`src/rtl/multicycle_sequencer.sv`:
```
// Step sequencer for a multicycle core: walks each instruction through its
// steps, arbitrates the memory port, and handles halt and memory timeouts.
module multicycle_sequencer #(
    parameter int CNT_W   = 3,
    parameter int TIMEOUT = 15,
    parameter int RET_W   = 16
) (
    input  logic             clk,
    input  logic             rst,
    input  logic [4:0]       InsM,
    input  logic [1:0]       InsL,
    input  logic             mem_ready,
    output logic [CNT_W-1:0] Cnt,
    output logic             Buff_PC,
    output logic             MEMresource,
    output logic             mem_req,
    output logic             halted,
    output logic             mem_err,
    output logic             illegal,
    output logic [RET_W-1:0] ret_cnt
);

    typedef enum logic [1:0] {
        S_RUN,
        S_HALT,
        S_ERROR
    } state_t;

    typedef enum logic [2:0] {
        K_LOAD,
        K_STORE,
        K_ALU,
        K_BR,
        K_HLT,
        K_ILL
    } kind_t;

    state_t           state;
    state_t           state_n;
    kind_t            kind;
    logic [CNT_W-1:0] cnt_n;
    logic [CNT_W-1:0] last;
    logic [7:0]       wait_cnt;
    logic [7:0]       wait_n;
    logic [RET_W-1:0] ret_n;
    logic [6:0]       ir;
    logic [4:0]       op;
    logic [1:0]       fn;
    logic             run;
    logic             is_ls;
    logic             at_zero;
    logic             at_three;
    logic             waiting;
    logic             timeout;
    logic             fetch_done;
    logic             halt_go;

    assign op = ir[6:2];
    assign fn = ir[1:0];

    // Instruction class from the latched fetch word
    always_comb begin
        kind = K_ILL;
        unique case (1'b1)
            op == 5'b00011,
            op == 5'b00100 && fn == 2'b00: kind = K_LOAD;
            op == 5'b00101,
            op == 5'b00110 && fn == 2'b00: kind = K_STORE;
            op == 5'b00000,
            op == 5'b00110 && fn == 2'b01,
            op == 5'b00001,
            op == 5'b00010,
            op == 5'b00111,
            op == 5'b01000,
            op == 5'b01011,
            op == 5'b10001,
            op == 5'b10010: kind = K_ALU;
            op == 5'b11000,
            op == 5'b11001,
            op == 5'b10000,
            op == 5'b10011,
            op == 5'b11100 && fn == 2'b00: kind = K_BR;
            op == 5'b11100 && fn == 2'b01: kind = K_HLT;
            default: kind = K_ILL;
        endcase
    end

    always_comb begin
        last = CNT_W'(3);
        unique case (kind)
            K_LOAD:       last = CNT_W'(4);
            K_BR:         last = CNT_W'(2);
            K_HLT, K_ILL: last = CNT_W'(1);
            default:      last = CNT_W'(3);
        endcase
    end

    assign run        = state == S_RUN;
    assign is_ls      = kind inside {K_LOAD, K_STORE};
    assign at_zero    = Cnt == '0;
    assign at_three   = Cnt == CNT_W'(3);
    assign mem_req    = run && (at_zero || (is_ls && at_three));
    assign MEMresource = run && is_ls && at_three;
    assign waiting    = mem_req && !mem_ready;
    assign timeout    = waiting && wait_cnt == 8'(TIMEOUT - 1);
    assign fetch_done = run && at_zero && mem_ready;
    assign halt_go    = run && kind == K_HLT && Cnt == CNT_W'(1);
    assign illegal    = run && kind == K_ILL && Cnt == CNT_W'(1);
    assign halted     = state == S_HALT;
    assign mem_err    = state == S_ERROR;

    // Reset suppresses retirement so an aborted instruction never counts
    assign Buff_PC = run && !rst && kind != K_HLT && !at_zero
                  && Cnt == last && !waiting;

    always_comb begin
        state_n = state;
        cnt_n   = Cnt;
        wait_n  = '0;
        ret_n   = ret_cnt;
        unique case (state)
            S_RUN: begin
                if (timeout) begin
                    state_n = S_ERROR;
                    cnt_n   = '0;
                end else if (waiting) begin
                    wait_n = wait_cnt + 8'd1;
                end else if (halt_go) begin
                    state_n = S_HALT;
                    cnt_n   = '0;
                    ret_n   = ret_cnt + RET_W'(1);
                end else if (Buff_PC) begin
                    cnt_n = '0;
                    ret_n = ret_cnt + RET_W'(1);
                end else begin
                    cnt_n = Cnt + CNT_W'(1);
                end
            end
            default: cnt_n = '0;
        endcase
    end

    always_ff @(posedge clk) begin
        if (rst) begin
            state    <= S_RUN;
            Cnt      <= '0;
            wait_cnt <= '0;
            ret_cnt  <= '0;
            ir       <= '0;
        end else begin
            state    <= state_n;
            Cnt      <= cnt_n;
            wait_cnt <= wait_n;
            ret_cnt  <= ret_n;
            if (fetch_done) begin
                ir <= {InsM, InsL};
            end
        end
    end

endmodule
```
`config.mk`:
```
export PLATFORM = sky130hd
export DESIGN_NAME = multicycle_sequencer
export DESIGN_NICKNAME = d
export VERILOG_FILES = /design/src/rtl/multicycle_sequencer.sv
export SDC_FILE = /design/constraint.sdc
export NUM_CORES = 1
export LEC_CHECK = 0
export ABC_AREA = 1
export CAP_MARGIN = 0
export CORE_ASPECT_RATIO = 1.75
export CORE_UTILIZATION = 63
export CTS_BUF_LIST = sky130_fd_sc_hd__clkbuf_16
export CTS_CLUSTER_SIZE = 28
export DETAILED_ROUTE_END_ITERATION = 8
export DONT_BUFFER_PORTS = 1
export PLACE_DENSITY_LB_ADDON = 0.2
export SETUP_SLACK_MARGIN = 0.02
export SLEW_MARGIN = 20
export SYNTH_ARGS = -nofsm -noshare
export SYNTH_HDL_FRONTEND = slang
export SYNTH_SLANG_ARGS = --single-unit
export TNS_END_PERCENT = 50
```
`constraint.sdc`:
```
create_clock -name clk -period 2.1 [get_ports clk]
set_input_delay 0.42 -clock clk [delete_from_list [all_inputs] [get_ports clk]]
set_output_delay 0.42 -clock clk [all_outputs]
set_load 0.01 [all_outputs]
```
Yosys cells after proc, flatten, opt, wreduce, memory -nomap -nowiden
Index checks and enable logic that the tools add are counted.
- $add $sub $neg: 3
- eq/ne operators: 29
- multiplexer cells: 9
- bitwise logic cells: 3
- reduce and logical (&&, ||, !) cells: 44
- operators by type and width (kind ; number):
    $eq 5x5->1 const B ; 7
    $mux 16 ; 2
    $logic_and 1x1->1 ; 22
    $eq 5x3->1 const B ; 4
    $add 16x1->16 const B ; 1
    $pmux 3 s5 ; 1
    $eq 5x2->1 const B ; 2
    $eq 5x4->1 const B ; 2
    $pmux 3 s3 ; 1
    $reduce_or 9->1 ; 1
    $add 8x1->8 const B ; 1
    $eq 8x4->1 const B ; 1
    $eq 3x1->1 const B ; 2
    $eq 3x2->1 const B ; 2
    $eq 3x3->1 const B ; 2
    $logic_not 3->1 ; 2
    $mux 2 ; 3
    $mux 3 ; 2
    $reduce_bool 2->1 ; 3
    $reduce_or 2->1 ; 3
    $eq 5x1->1 const B ; 1
    $logic_not 5->1 ; 1
    $reduce_or 5->1 ; 1
    $eq 2x1->1 const B ; 2
    other kinds (13) ; 19
- flip-flop bits (word level): 36
- output and inout port bits: 25

Logic depth before layout (Yosys ltp)
Gate-level depths: netlist of the first run.
- depth in word-level cells: 14
- mapped depth: 18
- mapped depth without buffers: 17

Worst setup path before layout of the first run
OpenSTA, ideal clock, no wires.
- kind: reg-to-output
- from: reg Cnt[0]
- to: out Buff_PC
- arrival: 1.469 ns
- required time: 1.680 ns
- slack: 0.211 ns
- cell stages (with the launch flop): 9
- cells stage by stage: dfxtp_1 > ha_1 > ha_1 > nand2_1 > nand2_1 > nand3_2 > buf_2 > nand4_1 > nor2_1
- word-level cells in the longest chain between the ends: 7
- ends and longest elaborated chain (item ; RTL line ; RTL):
    start, declared ; 13 ; output logic [CNT_W-1:0] Cnt,
    start signal, assigned ; 152 ; Cnt <= cnt_n;
    $eq 3x2->1 ; 101 ; assign at_three = Cnt == CNT_W'(3);
    $logic_and 1x1->1 ; 102 ; assign mem_req = run && (at_zero || (is_ls && at_three));
    $logic_or 1x1->1 ; 102 ;
    $logic_and 1x1->1 ; 102 ;
    $logic_and 1x1->1 ; 104 ; assign waiting = mem_req && !mem_ready;
    $logic_not 1->1 ; 114 ; && Cnt == last && !waiting;
    $logic_and 1x1->1 * ; 114 ;
    end, declared ; 14 ; output logic Buff_PC,
Mark *: on every way between the ends. The rest lies on a longest branch, timed or not.

Worst setup path after layout of the first run
- from: reg ir[0]
- to: out Buff_PC
- word-level cells in the longest chain between the ends: 12
- ends and longest elaborated chain (item ; RTL line ; RTL):
    start, declared ; 46 ; logic [6:0] ir;
    start signal, assigned ; 156 ; ir <= {InsM, InsL};
    $eq 2x1->1 / $logic_not 2->1 (equally long branches) ; n/a ;
    $logic_and 1x1->1 (on tied branches) ; n/a ;
    $reduce_or 9->1 (tied with other cells) ; 64 ; unique case (1'b1)
    $pmux 3 s5 * ; 64 ;
    parallel branches: the longest is 7 deep, another holds $eq 3x3->1 ; n/a ;
    $logic_and 1x1->1 * ; 114 ;
Every way passes the cells marked *.

==> flow_metrics.py, run 1 <==
metrics = {
    "status": {
        "status": "complete, but fails checks",
        "violations": "negative setup slack",
    },
    "cells_and_area": {
        "fillers": 242,
        "num-nets-final": 367,
        "final_cell_mix": "76 x nand2_1, 46 x inv_1, 45 x nor2_1",
        "drive_gt1_share_pct": 18.8,
        "fin_cells": 394,
        "multi_input_area_mm2": 0.00122,
        "final_common_cell": "nand2_1",
        "final_util_pct": 80.7,
        "syn_to_final_growth_pct": 20.3,
        "antenna_cells": 0,
        "seqCellArea_um2": 737,
    },
    "pwr": {
        "switching_power_mw": 1.13,
        "pwr-share-comb_pct": 40.0,
        "swShare_pct": 39.5,
        "pwr_density_cell_mw_per_mm2": 1120,
        "power_mw": 2.86,
        "total_leakage_power_nw": 1.16,
        "ir_worst_vdd_mv": 0.939,
        "seq_power_share_pct": 30.7,
        "clockPowerShare_pct": 29.3,
        "p_int_mw": 1.73,
    },
    "global_routing": {
        "globalRouteOverflowTotal": 0,
        "antenna_found_initial": 0,
        "grt_max_degree": 28,
        "grt_pass1_vias": 2021,
        "grt.total_usage_pct": 28.5,
        "grt_first_pass_wirelength_um": 7820,
    },
    "critical_path": {
        "path_cells": "inv_1 > nor2_2 > nand2_1 > nor2_1 > nor2_1 > nand2_1 > nor2_2 > nand3_1 > nand4_1 > nor2_2",
        "startpoint": "ir[0]",
        "cp.arrival_ns": 1.91,
        "cpMostUsedCell": "nor2_2",
        "rr_startpoint": "ir[0]",
        "cpMaxStageDelayCell": "dfxtp_1",
        "crit_type": "register to output port",
        "worst-r2r-cell-count": 15,
        "crit_path_start_kind": "register",
        "cpPeakStageDelay_ns": 0.34,
        "critPathCaptureType": "output port",
        "worst_ep_required_time_ns": 1.68,
        "crit_fanout": 2,
    },
    "clocking": {
        "cts_tree": "built",
        "clk_latency_ns": 0.28,
        "htree_levels": 2,
        "clk_pin_slew_ns": 0.06,
        "cts-root-buf": "clkbuf_16",
        "cts.sinks": 36,
        "ctsHoldBuffers": 0,
        "numCtsBuffers": 5,
        "clock_path_buffers": 2,
    },
    "die": {
        "die_w_um": 46.0,
        "die_height_um": 78.9,
        "row_count": 27,
        "dieArea_mm2": 0.00363,
        "start_util_pct": 67.1,
        "core_area_mm2": 0.00318,
        "io_pins": 35,
    },
    "place": {
        "io_buffers": 0,
        "routabilityCongestion": 0.846,
        "dpl_worst_slack_ns": 0.0297,
        "dpl.cell_count": 379,
        "hpwlAfterDp_um": 3470,
    },
    "yosys": {
        "async_flop_share_pct": 0,
        "synth_compound_area_share_pct": 6.40,
        "synthCells": 334,
        "synth_simple_gate_area_share_pct": 42.1,
        "synth_top_family_by_area": "simple AND/OR/NAND/NOR gates",
        "synthXorXnorAreaFrac_pct": 1.23,
        "syn_avg_cell_area_um2": 6.38,
        "ys_seq_area_share_pct": 33.8,
        "syn_nets": 351,
        "synth_ff_type": "dfxtp_1",
        "synth_cell_types": 31,
        "yosysWarnings": 0,
        "yosys.area_share.adder_pct": 4.11,
        "ys_ff_latch": 36,
        "synth_edf_count": 0,
        "netlist_area_mm2": 0.00213,
        "muxShareOfSynthArea_pct": 0,
    },
    "sta": {
        "report.final.slew_viol_count": 0,
        "tightest_slew_ns": 0.486,
        "setup_violations": 18,
        "fmax_mhz": 430,
        "fin_setup_tns_ns": -0.869,
        "rsz0062_at_grt": "true",
        "period_needed_ns": 2.33,
        "post-route-period-util_pct": 111,
        "slew_headroom_pct": 67.5,
        "hold_violations": 0,
        "worst_clock_skew_ns": 0.00605,
        "fin_ws_ns": -0.228,
    },
    "routing": {
        "ant_nets": 0,
        "vias_per_cell": 5.83,
        "wl_per_cell_um": 14.6,
        "vias": 2297,
        "drtIter0Drc": 85,
        "post-route-drc-count": 0,
        "finalWirelength_um": 5760,
        "drtPass1Iterations": 6,
    },
    "min_path": {
        "hold_class": "input port to register",
        "min_from": "rst",
        "min_path_cells": 1,
    },
    "flow_run": {
        "cap_violations": 0,
    },
}
path summary, 6_finish.rpt:
kind	endpoint	slack [ns]
setup / recovery	Buff_PC	-0.23
hold / removal	state[1]	0.20
setup reg to reg	ret_cnt[12]	-0.09
hold reg to reg	wait_cnt[0]	0.47
worst max-delay path: cells and delay by family (launching register included):
| kind | cells | cell delay [ns] |
|---|---|---|
| simple gates | 9 | 1.22 |
| flops | 1 | 0.34 |
| buf+inv | 1 | 0.07 |
power by group through the flow:
stage	sequential [mW]	combinational [mW]	clock [mW]
after global routing	0.887	1.26	0.859
after global placement	0.858	0.904	0
final	0.879	1.14	0.838
after CTS	0.857	0.937	0.837
after floorplan	0.854	0.693	0
after detailed placement	0.860	0.917	0
cells in the mapped netlist (3+ instances only):
master    instances  area, µm²
a21oi_1          11       55.1
clkbuf_1          4       15.0
dfxtp_1          36        721
ha_1              7       87.6
inv_1            49        184
inv_2             6       22.5
nand2_1          79        297
nand3_1          30        150
nand4_1          17        106
nor2_1           51        191
nor2_2            5       31.3
nor3_1            4       20.0
nor4_1            3       18.8
o21ai_0          10       50.1
layer usage:
| metal | up-vias | wire (µm) | global-route usage (%) |
|---|---|---|---|
| met5 | - | 0 | 0 |
| met4 | 0 | 251 | 14.7 |
| met3 | 27 | 384 | 5.00 |
| met2 | 106 | 3130 | 53.0 |
| met1 | 1062 | 1990 | 27.5 |
| li1 | 1102 | - | - |
cell families (layout without fill, tap and decap cells):
logic type | Yosys count | after routing
simple gates | 199 | 200
buf+inv | 64 | 80
flops | 36 | 36
compound gates | 25 | 25
fa+ha+maj | 7 | 7
xor+xnor | 3 | 3
final cells by class:
| cell class | count | area share (%) |
|---|---|---|
| multi-input combinational | 235 | 47.6 |
| clock buffer | 5 | 4.89 |
| clock inverter | 3 | 1.47 |
| sequential | 36 | 28.8 |
| tap | 43 | 2.10 |
| inverter | 55 | 8.16 |
| timing repair buffer | 17 | 6.99 |
timing repair:
item                                    4_1_cts  5_1_grt
resized for setup                             6       26
endpoints found under the setup margin        3       30
setup buffers                                 0        3
gates cloned                                  0        4
pin swaps                                     3       14
stage by stage:
step / hold WS [ns] / area (µm²)
3_3_place_gp: 0.448 / 2220
2_1_floorplan: 0.430 / 2130
5_1_grt: 0.196 / 2560
4_1_cts: 0.204 / 2400
3_5_place_dp: 0.461 / 2220
6_report: 0.199 / 2560
sequential cells by signal (all words and copies together) (netlist names):
register / flops
Cnt: 3
ir: 7
ret_cnt: 16
state: 2
wait_cnt: 8
Power figures use the tool's default switching activity.
==> inputs of run 2 (changes only) <==
--- a/config.mk
+++ b/config.mk
@@ -8,6 +8,7 @@
 export ABC_AREA = 1
 export CAP_MARGIN = 0
 export CORE_ASPECT_RATIO = 1.75
+export CORE_MARGIN = 1
 export CORE_UTILIZATION = 63
 export CTS_BUF_LIST = sky130_fd_sc_hd__clkbuf_16
 export CTS_CLUSTER_SIZE = 28
==> results of run 2 <==
Same layout as run 1: the final DEF is identical, and so are final timing and power.
